<file path="config.mk">
export PLATFORM = sky130hd
export DESIGN_NAME = mem_bus_ctrl_flat
export DESIGN_NICKNAME = d
export VERILOG_FILES = /design/src/rtl/mem_bus_if.sv /design/src/rtl/mem_bus_ctrl.sv /design/src/flat_wrapper.sv
export SDC_FILE = /design/constraint.sdc
export NUM_CORES = 1
export LEC_CHECK = 0
export ABC_AREA = 1
export ABC_CLOCK_PERIOD_IN_PS = 1760
export CORE_MARGIN = 5
export CORE_UTILIZATION = 40
export CTS_BUF_LIST = sky130_fd_sc_hd__clkbuf_4 sky130_fd_sc_hd__clkbuf_8 sky130_fd_sc_hd__clkbuf_16
export DETAILED_ROUTE_END_ITERATION = 8
export PLACE_DENSITY = 0.81
export SETUP_SLACK_MARGIN = 0.2
export SLEW_MARGIN = 20
export SYNTH_ARGS = -nofsm -noshare
export SYNTH_HDL_FRONTEND = slang
export SYNTH_SLANG_ARGS = --single-unit
</file>
<file path="constraint.sdc">
create_clock -name clk -period 1.76 [get_ports clk]
set_input_delay 0.264 -clock clk [delete_from_list [all_inputs] [get_ports clk]]
set_output_delay 0.264 -clock clk [all_outputs]
set_load 0.03 [all_outputs]
</file>
<file path="src/rtl/mem_bus_if.sv">
// mem_bus_if: CPU request/response side and AHB-lite master side of the memory bus controller.
interface mem_bus_if;
   logic        cpu_en, flush, req_valid, req_write, req_unsigned;
   logic [1:0]  req_size;
   logic [31:0] req_addr, req_wdata;
   logic        mem_stall, rdata_valid, exp_misalign, exp_bus_err;
   logic [31:0] rdata;
   logic [31:0] haddr, hwdata, hrdata;
   logic [1:0]  htrans;
   logic [2:0]  hsize;
   logic        hwrite, hready, hresp;
   modport master (
      input  cpu_en, flush, req_valid, req_write, req_unsigned, req_size, req_addr, req_wdata,
      input  hrdata, hready, hresp,
      output mem_stall, rdata_valid, exp_misalign, exp_bus_err, rdata,
      output haddr, hwdata, htrans, hsize, hwrite
   );
   modport slave (
      output cpu_en, flush, req_valid, req_write, req_unsigned, req_size, req_addr, req_wdata,
      output hrdata, hready, hresp,
      input  mem_stall, rdata_valid, exp_misalign, exp_bus_err, rdata,
      input  haddr, hwdata, htrans, hsize, hwrite
   );
endinterface

</file>
<file path="src/rtl/mem_bus_ctrl.sv">
// mem_bus_ctrl: single-outstanding AHB-lite load/store controller for the MEM stage,
// with lane replication on stores and byte/half extraction plus extension on loads.
module mem_bus_ctrl (
   input logic       clk,
   input logic       rst_n,
   mem_bus_if.master bus
);
   localparam logic [1:0] IDLE = 2'b00, ADDR = 2'b01, DATA = 2'b10;
   logic [1:0]  state, next_state, size_q;
   logic [31:0] addr_q, wdata_q, rep, ld;
   logic        write_q, uns_q, aligned, req, accept, done;
   logic [7:0]  lane_b;
   logic [15:0] lane_h;
   always_comb begin
      aligned = bus.req_size == 2'b00 || (bus.req_size == 2'b01 && !bus.req_addr[0]) ||
                (bus.req_size == 2'b10 && bus.req_addr[1:0] == 2'b00);
      req = rst_n && state == IDLE && bus.req_valid && bus.cpu_en && !bus.flush;
      accept = req && aligned;
      done = state == DATA && bus.hready;
      rep = bus.req_size == 2'b00 ? {4{bus.req_wdata[7:0]}} :
            bus.req_size == 2'b01 ? {2{bus.req_wdata[15:0]}} : bus.req_wdata;
      next_state = state == IDLE ? (accept ? ADDR : IDLE) :
                   state == ADDR ? (bus.hready ? DATA : ADDR) :
                   state == DATA ? (bus.hready ? IDLE : DATA) : IDLE;
      lane_b = bus.hrdata[{addr_q[1:0], 3'b000} +: 8];
      lane_h = addr_q[1] ? bus.hrdata[31:16] : bus.hrdata[15:0];
      ld = size_q == 2'b00 ? {{24{lane_b[7] & !uns_q}}, lane_b} :
           size_q == 2'b01 ? {{16{lane_h[15] & !uns_q}}, lane_h} : bus.hrdata;
   end
   // Address/control and write data come straight from registers, so reset clears them at once.
   assign bus.htrans       = state == ADDR ? 2'b10 : 2'b00;
   assign bus.haddr        = addr_q;
   assign bus.hwrite       = write_q;
   assign bus.hsize        = {1'b0, size_q};
   assign bus.hwdata       = wdata_q;
   assign bus.mem_stall    = accept || state == ADDR || (state == DATA && !bus.hready);
   assign bus.exp_misalign = req && !aligned;
   assign bus.exp_bus_err  = done && bus.hresp;
   assign bus.rdata_valid  = done && !bus.hresp && !write_q;
   assign bus.rdata        = bus.rdata_valid ? ld : '0;
   always_ff @(posedge clk or negedge rst_n) begin
      if (!rst_n) begin
         state   <= IDLE;
         addr_q  <= '0;
         wdata_q <= '0;
         size_q  <= '0;
         write_q <= 1'b0;
         uns_q   <= 1'b0;
      end else begin
         state <= next_state;
         if (accept) begin
            addr_q  <= bus.req_addr;
            wdata_q <= rep;
            size_q  <= bus.req_size;
            write_q <= bus.req_write;
            uns_q   <= bus.req_unsigned;
         end
      end
   end
endmodule

</file>
<file path="src/flat_wrapper.sv">
// flat-port wrapper written by rule: the top's interface ports become plain ports
module mem_bus_ctrl_flat 
  (clk, rst_n, bus_cpu_en, bus_flush, bus_req_valid, bus_req_write, bus_req_unsigned, bus_req_size, bus_req_addr, bus_req_wdata, bus_hrdata, bus_hready, bus_hresp, bus_mem_stall, bus_rdata_valid, bus_exp_misalign, bus_exp_bus_err, bus_rdata, bus_haddr, bus_hwdata, bus_htrans, bus_hsize, bus_hwrite);
  mem_bus_if bus_i ();
  input logic clk;
  input logic rst_n;
  input wire logic [$bits(bus_i.cpu_en)-1:0] bus_cpu_en;
  input wire logic [$bits(bus_i.flush)-1:0] bus_flush;
  input wire logic [$bits(bus_i.req_valid)-1:0] bus_req_valid;
  input wire logic [$bits(bus_i.req_write)-1:0] bus_req_write;
  input wire logic [$bits(bus_i.req_unsigned)-1:0] bus_req_unsigned;
  input wire logic [$bits(bus_i.req_size)-1:0] bus_req_size;
  input wire logic [$bits(bus_i.req_addr)-1:0] bus_req_addr;
  input wire logic [$bits(bus_i.req_wdata)-1:0] bus_req_wdata;
  input wire logic [$bits(bus_i.hrdata)-1:0] bus_hrdata;
  input wire logic [$bits(bus_i.hready)-1:0] bus_hready;
  input wire logic [$bits(bus_i.hresp)-1:0] bus_hresp;
  output wire logic [$bits(bus_i.mem_stall)-1:0] bus_mem_stall;
  output wire logic [$bits(bus_i.rdata_valid)-1:0] bus_rdata_valid;
  output wire logic [$bits(bus_i.exp_misalign)-1:0] bus_exp_misalign;
  output wire logic [$bits(bus_i.exp_bus_err)-1:0] bus_exp_bus_err;
  output wire logic [$bits(bus_i.rdata)-1:0] bus_rdata;
  output wire logic [$bits(bus_i.haddr)-1:0] bus_haddr;
  output wire logic [$bits(bus_i.hwdata)-1:0] bus_hwdata;
  output wire logic [$bits(bus_i.htrans)-1:0] bus_htrans;
  output wire logic [$bits(bus_i.hsize)-1:0] bus_hsize;
  output wire logic [$bits(bus_i.hwrite)-1:0] bus_hwrite;
  assign bus_i.cpu_en = bus_cpu_en;
  assign bus_i.flush = bus_flush;
  assign bus_i.req_valid = bus_req_valid;
  assign bus_i.req_write = bus_req_write;
  assign bus_i.req_unsigned = bus_req_unsigned;
  assign bus_i.req_size = bus_req_size;
  assign bus_i.req_addr = bus_req_addr;
  assign bus_i.req_wdata = bus_req_wdata;
  assign bus_i.hrdata = bus_hrdata;
  assign bus_i.hready = bus_hready;
  assign bus_i.hresp = bus_hresp;
  assign bus_mem_stall = bus_i.mem_stall;
  assign bus_rdata_valid = bus_i.rdata_valid;
  assign bus_exp_misalign = bus_i.exp_misalign;
  assign bus_exp_bus_err = bus_i.exp_bus_err;
  assign bus_rdata = bus_i.rdata;
  assign bus_haddr = bus_i.haddr;
  assign bus_hwdata = bus_i.hwdata;
  assign bus_htrans = bus_i.htrans;
  assign bus_hsize = bus_i.hsize;
  assign bus_hwrite = bus_i.hwrite;
  mem_bus_ctrl u_core (.clk(clk), .rst_n(rst_n), .bus(bus_i));
endmodule
</file>
==> results.json, run 1 <==
{
  "status": "complete, but fails checks",
  "violations": "negative setup slack",
  "worst_hold_path_type": "primary input to async pin",
  "gr-usage-all-layers_pct": 26.1,
  "layout.cells.non_filler": 961,
  "path_cells": "nor2_4, nand2_1, buf_12, nand2_1, nand2_1, nor2_2, nor2_4, buf_6",
  "cts_tree": "built",
  "mostFrequentLayoutCells": "nand2_1 (104), clkdlybuf4s50_1 (104), dlygate4sd2_1 (65), dfrtp_1 (65), nand2_2 (56)",
  "slew_headroom_pct": 39.8,
  "finalCritPeriodShare_pct": 117,
  "internal_power_w": 0.00424,
  "r2r-start": "u_core.state[1]",
  "max_cap_violations": 0,
  "numPortBuffers": 210,
  "p_switching_w": 0.00344,
  "totalWireLength_um": 19200,
  "synth_xor_area_share_pct": 0,
  "ys_types": 25,
  "die_w_um": 109,
  "critPathRequiredTime_ns": 1.50,
  "clk_pin_slew_ns": 0.08,
  "sequentialPowerShare_pct": 31.9,
  "dr_wl_met2_um": 9540,
  "crit_path_max_fanout": 21,
  "crit_start": "u_core.size_q[1]",
  "top_layer": "met4",
  "cts.sinks": 70,
  "drc": 0,
  "detail-route-antenna-nets": 0,
  "yosysWarnings": 0,
  "fp-row-count": 36,
  "wl_met3_um": 1930,
  "worst_pin_slew_ns": 0.903,
  "post-route-cell-area_um2": 7990,
  "setup.worst_path.start_class": "register",
  "drt_iter0_drc": 406,
  "clk_latency_ns": 0.37,
  "grt_overflow_total": 0,
  "period_needed_ns": 2.06,
  "slowest_delay_ns": 0.47,
  "endpoint_kind": "output port",
  "gp_congestion": 0.928,
  "worst_path_max_delay_cell": "dfrtp_2",
  "power_density_nw_per_um2": 962,
  "avgSynthCellArea_um2": 7.00,
  "cp_common_cell": "nand2_1",
  "power.leakage_nw": 3.84,
  "cts_made_buffers": 9,
  "place_inst": 914,
  "synthCells": 565,
  "comb_power_share_pct": 49.8,
  "cts-root-buf": "clkbuf_8",
  "cp_data_arrival_time_ns": 1.80,
  "drv_slew": 0,
  "cts_buffer_depth": 2,
  "setup_ws_ns": -0.300,
  "synth_area_um2": 3950,
  "antenna_found_initial": 0,
  "muxShareOfSynthArea_pct": 0,
  "grt_pass1_vias": 4828,
  "die_h_um": 109,
  "hpwl_um": 11600,
  "irDropWorstVdd_uv": 883,
  "finalClockSkew_ns": 0.00831,
  "drive_above_1_share_pct": 37.0,
  "swShare_pct": 44.8,
  "io_pins": 213,
  "fmax_mhz": 485,
  "synth-compound-area-share_pct": 12.4,
  "drt-met1-wl_um": 6720,
  "routedWlPerCell_um": 19.9,
  "power_frac_clock_pct": 18.2,
  "ys_seq_area_share_pct": 44.3,
  "drt_pre_antenna_iters": 5,
  "nNetsFinal": 930,
  "via_count": 5193,
  "core_area_um2": 9730,
  "setup-violations-final": 35,
  "rsz0062_at_grt": "yes",
  "synthToLayoutAreaGrowth_pct": 102,
  "synth-simple-area-share_pct": 35.3,
  "ys_ff_latch": 70,
  "crit_type": "register to output port",
  "design.die.area_um2": 12000,
  "n_antenna_cell": 0,
  "post_drt_via_cell_ratio": 5.40,
  "grt_max_degree": 71,
  "hold_viol_final": 0,
  "synth_top_family_by_area": "simple AND/OR/NAND/NOR gates",
  "synth_fa_ha_area_share_pct": 0,
  "htreeDepth": 3,
  "initial_utilization_pct": 40.6,
  "grt_pass1_wl_um": 24300,
  "placed_cell_area_um2": 6600
}
-- logic make-up (layout without fill, tap and decap cells) --
group / after synthesis / count (layout)
AND/OR/NAND/NOR: 339 / 339
other: 1 / 2
buffers and inverters: 65 / 327
flip-flops: 70 / 70
AO/OA/AOI/OAI: 90 / 90
-- repair_timing --
item | in CTS | in global routing
setup buffers | 6 | 14
hold endpoints to repair | 0 | 0
resized for setup | 123 | 246
setup endpoints to repair | 105 | 76
cloned | 1 | 10
pin swaps | 2 | 12
hold buffers | 0 | 0
-- routing by layer --
layer | GRT usage [%] | up-vias
met3 | 8.81 | 73
met5 | 0 | -
met4 | 10.4 | 0
met2 | 43.7 | 339
li1 | - | 2326
met1 | 30.7 | 2455
-- synthesized netlist by cell type --
| cell type | instances | area [um2] |
|---|---|---|
| nand3_1 | 48 | 240 |
| buf_4 | 6 | 45.0 |
| dfrtp_1 | 70 | 1750 |
| nand2_1 | 192 | 721 |
| nor3_1 | 1 | 5.00 |
| o21ai_1 | 6 | 30.0 |
| a21oi_1 | 8 | 40.0 |
| nor3_4 | 1 | 16.3 |
| o21ai_0 | 60 | 300 |
| nor2_1 | 89 | 334 |
| conb_1 | 1 | 3.75 |
| clkinv_1 | 2 | 7.51 |
| o211ai_1 | 16 | 120 |
| or2_4 | 1 | 8.76 |
| nor2_2 | 2 | 12.5 |
| inv_1 | 28 | 105 |
| buf_2 | 8 | 40.0 |
| buf_6 | 5 | 56.3 |
| nor2_8 | 1 | 20.0 |
| buf_1 | 1 | 3.75 |
| nand2_2 | 2 | 12.5 |
| inv_2 | 1 | 3.75 |
| nand3_4 | 1 | 17.5 |
| nand4_1 | 1 | 6.26 |
| clkbuf_1 | 14 | 52.6 |
-- registers in the layout, indices dropped and copies added (netlist names) --
| signal | flops |
|---|---|
| u_core.size_q | 2 |
| u_core.bus.hwdata | 32 |
| u_core.uns_q | 1 |
| u_core.bus.haddr | 32 |
| u_core.state | 2 |
| u_core.bus.hwrite | 1 |
-- per-stage QoR --
| stage | hold WS (ns) | util, % | setup TNS (ns) | setup slack [ns] | total power, W |
|---|---|---|---|---|---|
| 2_1_floorplan | -0.0316 | - | -3.34 | -0.155 | 0.00419 |
| 3_3_place_gp | 0.455 | 67.8 | -6.76 | -0.195 | 0.00571 |
| 3_5_place_dp | 0.460 | 67.8 | -7.49 | -0.213 | 0.00576 |
| 4_1_cts | 0.180 | 71.3 | -9.13 | -0.321 | 0.00692 |
| 5_1_grt | 0.231 | 82.1 | -12.55 | -0.395 | 0.00804 |
| 6_report | 0.150 | 82.1 | -8.99 | -0.300 | 0.00768 |
-- layout make-up --
class / instances / area, um2
timing repair buffer: 280 / 3020
multi-input combinational: 431 / 2710
sequential: 70 / 1760
fill: 557 / 1740
tap: 133 / 166
clock buffer: 12 / 159
inverter: 31 / 121
clock inverter: 4 / 45.0
-- final timing paths --
check | to | slack [ns] | cells past startpoint
setup / recovery | bus_rdata[11] | -0.30 | 8
hold / removal | u_core.bus.hwdata[20] | 0.15 | 2
setup reg to reg | u_core.bus.haddr[0] | 0.03 | 9
hold reg to reg | u_core.bus.haddr[14] | 0.50 | 2
max in group asynchronous | u_core.bus.hwrite | 0.96 | 2
min in group clk | u_core.bus.hwrite | 0.46 | 3
-- critical path, delay by kind of cell (launching register included) --
family	cells	cell delay [ns]
AND/OR/NAND/NOR	6	0.67
flip-flops	1	0.47
buffers and inverters	2	0.30
-- power groups by stage --
stage                     clock network (W)  registers, W  logic, W
after floorplan                           0       0.00308   0.00110
after global routing                0.00147       0.00250   0.00408
after CTS                           0.00137       0.00229   0.00326
after global placement                    0       0.00230   0.00340
final                               0.00140       0.00245   0.00383
after detailed placement                  0       0.00231   0.00345
(Power assumes the default switching activity.)
==> inputs of run 2 (changes only) <==
--- a/config.mk
+++ b/config.mk
@@ -7,11 +7,13 @@
 export LEC_CHECK = 0
 export ABC_AREA = 1
 export ABC_CLOCK_PERIOD_IN_PS = 1760
+export CELL_PAD_IN_SITES_DETAIL_PLACEMENT = 1
+export CELL_PAD_IN_SITES_GLOBAL_PLACEMENT = 2
 export CORE_MARGIN = 5
-export CORE_UTILIZATION = 40
+export CORE_UTILIZATION = 20
 export CTS_BUF_LIST = sky130_fd_sc_hd__clkbuf_4 sky130_fd_sc_hd__clkbuf_8 sky130_fd_sc_hd__clkbuf_16
 export DETAILED_ROUTE_END_ITERATION = 8
-export PLACE_DENSITY = 0.81
+export PLACE_DENSITY = 0.8
 export SETUP_SLACK_MARGIN = 0.2
 export SLEW_MARGIN = 20
 export SYNTH_ARGS = -nofsm -noshare
==> results.json, run 2 (synthesis results as in run 1) <==
{
  "status": "complete, but fails checks",
  "violations": "negative hold slack, negative setup slack",
  "gr-usage-all-layers_pct": 15.2,
  "max_cap_violations": 0,
  "cts_buffer_depth": 2,
  "fillers": 2290,
  "irDropWorstVdd_uv": 530,
  "endpoint_kind": "output port",
  "final_common_cell": "nand2_1",
  "design.die.area_um2": 22700,
  "clk_pin_slew_ns": 0.06,
  "cts_hold_buf": 0,
  "antenna_found_initial": 2,
  "cts.sinks": 70,
  "numPortBuffers": 210,
  "whs_ns": -0.00106,
  "grt_pass1_vias": 4781,
  "total_power_w": 0.00836,
  "drt_pre_antenna_iters": 4,
  "worst_hold_path_type": "primary input to async pin",
  "crit_path_max_fanout": 6,
  "cts_made_buffers": 9,
  "die_w_um": 151,
  "critPathRequiredTime_ns": 1.50,
  "utilization_pct": 42.0,
  "fmax_mhz": 492,
  "period_needed_ns": 2.03,
  "io_pins": 213,
  "htreeDepth": 3,
  "cp_data_arrival_time_ns": 1.77,
  "place_ws_ns": -0.324,
  "gp_congestion": 0.817,
  "crit_type": "register to output port",
  "cts_tree": "built",
  "setup.worst_path.start_class": "register",
  "setup-violations-final": 35,
  "cts-root-buf": "clkbuf_16",
  "grt_max_degree": 71,
  "clk_latency_ns": 0.33,
  "grt_overflow_total": 0,
  "fin_tns_setup_ns": -7.90,
  "finalCritPeriodShare_pct": 116,
  "fp-row-count": 51,
  "hpwl_um": 13300,
  "power_density_nw_per_um2": 1020,
  "setup_ws_ns": -0.273,
  "grt_pass1_wl_um": 26600,
  "rsz0062_at_grt": "yes",
  "totalWireLength_um": 18600,
  "synthToLayoutAreaGrowth_pct": 107,
  "placed_cell_area_um2": 6880,
  "drc": 0,
  "drt_iter0_drc": 79,
  "hold_viol_final": 1,
  "routedWlPerCell_um": 17.0,
  "core_area_um2": 19500,
  "post-route-cell-area_um2": 8170,
  "via_count": 4755,
  "mostFrequentLayoutCells": "nand2_1 (126), clkdlybuf4s50_1 (101), dlygate4sd2_1 (67), dfrtp_1 (65)",
  "drv_slew": 0,
  "nNetsFinal": 930,
  "post_drt_via_cell_ratio": 4.35,
  "die_h_um": 151,
  "power.leakage_nw": 3.88,
  "initial_utilization_pct": 20.3,
  "drive_above_1_share_pct": 33.5,
  "finalClockSkew_ns": 0.00371,
  "detail-route-antenna-nets": 0
}
run 2: area by class of cell:
type | instances | area, um2 | share of cell area (%)
inverter | 31 | 125 | 1.53
clock inverter | 5 | 106 | 1.30
timing repair buffer | 280 | 3010 | 36.8
sequential | 70 | 1760 | 21.5
clock buffer | 11 | 246 | 3.02
multi-input combinational | 431 | 2590 | 31.7
antenna | 1 | 2.50 | 0.0306
tap | 265 | 332 | 4.06
run 2: worst paths after layout:
| path | startpoint | to | slack, ns | cells past startpoint |
|---|---|---|---|---|
| setup reg to reg | u_core.state[0] | u_core.bus.haddr[30] | 0.09 | 9 |
| setup / recovery | u_core.state[0] | bus_rdata[15] | -0.27 | 8 |
| hold / removal | rst_n | u_core.bus.hwdata[23] | -0.001 | 2 |
| hold reg to reg | u_core.bus.haddr[30] | u_core.bus.haddr[30] | 0.47 | 2 |
| max in group asynchronous | rst_n | u_core.bus.hwrite | 1.41 | 2 |
| min in group clk | bus_req_addr[1] | u_core.bus.haddr[1] | 0.36 | 3 |
run 2: critical path: stages (launching register included):
cell and delay (ns):
dfrtp_1 0.38, inv_2 0.08, nand3_4 0.07, nor3_4 0.15
buf_12 0.14, nand3_4 0.15, clkbuf_16 0.23, nor2_4 0.09
buf_6 0.14
run 2: power by group:
group	internal (W)	switching [W]
registers	0.00202	0.000328
clock network	0.00144	0.000724
logic	0.00153	0.00231
run 2: per-stage QoR:
stage / std cells / hold slack, ns
6_report: 1094 / -0.00106
5_1_grt: 1093 / 0.0301
4_1_cts: 1077 / 0.0291
3_5_place_dp: 1051 / 0.397
3_3_place_gp: 1051 / 0.396
2_1_floorplan: 566 / -0.0316
run 2: timing repair:
| item | in CTS | in global routing |
|---|---|---|
| endpoints found under the setup margin | 103 | 106 |
| gates cloned | 2 | 9 |
| buffers inserted | 8 | 7 |
| gates resized for setup | 111 | 202 |
| pin swaps | 7 | 36 |
run 2: routing by layer:
layer  up-vias  global-route usage [%]  share of wire, %
met2       150                    25.9                50
met4         2                    3.85               1.3
met5         -                       0             0.038
met3        15                    5.54               8.0
li1       2325                       -                 -
met1      2263                    18.1                41
==> inputs of run 3 (changes only) <==
--- a/config.mk
+++ b/config.mk
@@ -12,8 +12,11 @@
 export CORE_MARGIN = 5
 export CORE_UTILIZATION = 20
 export CTS_BUF_LIST = sky130_fd_sc_hd__clkbuf_4 sky130_fd_sc_hd__clkbuf_8 sky130_fd_sc_hd__clkbuf_16
+export CTS_CLUSTER_DIAMETER = 80
 export DETAILED_ROUTE_END_ITERATION = 8
+export MAX_ROUTING_LAYER = met4
 export PLACE_DENSITY = 0.8
+export REMOVE_ABC_BUFFERS = 1
 export SETUP_SLACK_MARGIN = 0.2
 export SLEW_MARGIN = 20
 export SYNTH_ARGS = -nofsm -noshare
==> results.json, run 3 (synthesis results as in run 1) <==
{
  "status": "complete, but fails checks",
  "violations": "negative setup slack",
  "cts_made_buffers": 9,
  "grt_overflow_total": 0,
  "critPathBufInv": 3,
  "worst_path_max_delay_cell": "dfrtp_1",
  "power.leakage_nw": 4.05,
  "die_w_um": 151,
  "synthToLayoutAreaGrowth_pct": 109,
  "grt_pass1_vias": 4991,
  "crit_path_max_fanout": 11,
  "cts_tree": "built",
  "cp.depth": 7,
  "internal_power_w": 0.00470,
  "worst_pin_slew_ns": 0.522,
  "placed_cell_area_um2": 6560,
  "cp_top_family": "simple AND/OR/NAND/NOR gates",
  "antenna_found_initial": 1,
  "setup-violations-final": 82,
  "post-route-cell-area_um2": 8270,
  "grt_pass1_wl_um": 26900,
  "nNetsFinal": 955,
  "io_pins": 213,
  "fillers": 2297,
  "drt_pre_antenna_iters": 4,
  "post_drt_via_cell_ratio": 4.34,
  "cts_hold_buf": 0,
  "drt_iter0_drc": 100,
  "critPathRequiredTime_ns": 1.50,
  "detail-route-antenna-nets": 0,
  "p_switching_w": 0.00337,
  "irDropWorstVdd_uv": 517,
  "hold_viol_final": 0,
  "clk_pin_slew_ns": 0.06,
  "slowest_delay_ns": 0.39,
  "crit_type": "register to output port",
  "rsz0062_at_grt": "yes",
  "power_frac_clock_pct": 23.3,
  "setup_ws_ns": -0.268,
  "worst_hold_path_type": "primary input to async pin",
  "numPortBuffers": 210,
  "cts.sinks": 70,
  "final_common_cell": "nand2_1",
  "drive_above_1_share_pct": 35.3,
  "clk_latency_ns": 0.34,
  "setup.worst_path.start_class": "register",
  "die_h_um": 151,
  "slew_headroom_pct": 65.2,
  "seqCellArea_um2": 1760,
  "sequentialPowerShare_pct": 29.2,
  "design.die.area_um2": 22700,
  "power_density_nw_per_um2": 976,
  "hpwl_um": 12700,
  "cts-root-buf": "clkbuf_16",
  "htreeDepth": 3,
  "fin_tns_setup_ns": -9.06,
  "finalCritPeriodShare_pct": 115,
  "drc": 0,
  "initial_utilization_pct": 20.3,
  "gp_congestion": 0.787,
  "routedWlPerCell_um": 17.7,
  "endpoint_kind": "output port",
  "comb_power_share_pct": 47.5,
  "totalWireLength_um": 19800,
  "cp_data_arrival_time_ns": 1.76,
  "use_met1_pct": 18.3,
  "gr-usage-all-layers_pct": 15.4,
  "via_count": 4859,
  "use_met2_pct": 25.7,
  "ff2ff_path_depth": 10,
  "max_cap_violations": 0,
  "finalClockSkew_ns": 0.00890,
  "busiest_layer": "met2",
  "fmax_mhz": 493,
  "cp_common_cell": "nand3_4",
  "cts_buffer_depth": 2,
  "use_met3_pct": 4.91,
  "path_cells": "inv_2, nand3_4, nor3_4, nand3_4, buf_12, nor2_1, buf_4",
  "drv_slew": 0,
  "grt_max_degree": 71,
  "mostFrequentLayoutCells": "nand2_1 (126), clkdlybuf4s50_1 (102), dfrtp_1 (67), dlygate4sd2_1 (64), nor2_1 (63)",
  "period_needed_ns": 2.03,
  "core_area_um2": 19500,
  "fp-row-count": 51,
  "multi_input_area_um2": 2510,
  "swShare_pct": 41.7
}
run 3: path summary, 6_finish.rpt:
kind | from | endpoint | slack [ns]
max in group asynchronous | rst_n | u_core.bus.haddr[0] | 1.15
min in group clk | bus_hready | u_core.state[0] | 0.35
worst min register to register | u_core.bus.haddr[4] | u_core.bus.haddr[4] | 0.47
worst min-delay path | rst_n | u_core.bus.haddr[18] | 0.01
worst max-delay path | u_core.state[0] | bus_rdata[21] | -0.27
worst max register to register | u_core.state[1] | u_core.bus.hwdata[8] | -0.08
run 3: per-layer routing:
| layer | up-vias | routed length, um | share of wire, % |
|---|---|---|---|
| li1 | 2381 | - | - |
| met1 | 2317 | 8100 | 41 |
| met2 | 144 | 10100 | 51 |
| met3 | 17 | 1390 | 7.0 |
| met4 | 0 | 193 | 0.98 |
| met5 | - | 0 | 0 |
run 3: final cells by class:
class	instances	area share [%]
flip-flops and latches	70	21.2
well taps	265	4.01
multi-input cells	431	30.3
clock buffers	9	2.72
inverters	31	1.56
repair buffers	305	39.3
diodes	1	0.0302
clock inverters	7	0.877
run 3: stage by stage:
step | instances | power [W] | setup slack, ns | hold slack [ns] | utilization, %
2_1_floorplan | 532 | 0.00397 | -1.03 | -0.0316 | -
4_1_cts | 1080 | 0.00758 | -0.291 | 0.242 | 36.1
5_1_grt | 1119 | 0.00857 | -0.358 | 0.0502 | 42.5
3_5_place_dp | 1052 | 0.00578 | -0.291 | 0.462 | 33.7
6_report | 1119 | 0.00807 | -0.268 | 0.0128 | 42.5
3_3_place_gp | 1052 | 0.00578 | -0.228 | 0.452 | 33.7
run 3: worst register-to-register path, cell delays in order, from the launching register on:
cell       delay, ns
dfrtp_1         0.42
buf_6           0.13
buf_6           0.11
or2_4           0.26
nor2_8          0.13
nand2_8         0.09
buf_6           0.13
clkbuf_16       0.16
clkbuf_16       0.17
nand2_4         0.06
o21ai_2         0.05
run 3: timing repair:
action | CTS | global route
buffers inserted | 11 | 14
pin swaps | 18 | 19
endpoints found under the hold margin | 0 | 0
cloned | 1 | 23
endpoints found under the setup margin | 104 | 106
gates resized for setup | 130 | 226
run 3: power groups by stage:
stage               clock network [W]  registers [W]  logic (W)
floorplan                           0        0.00310   0.000877
global placement                    0        0.00227    0.00351
detailed placement                  0        0.00229    0.00350
CTS                           0.00194        0.00228    0.00336
global route                  0.00201        0.00242    0.00414
finish                        0.00188        0.00236    0.00384
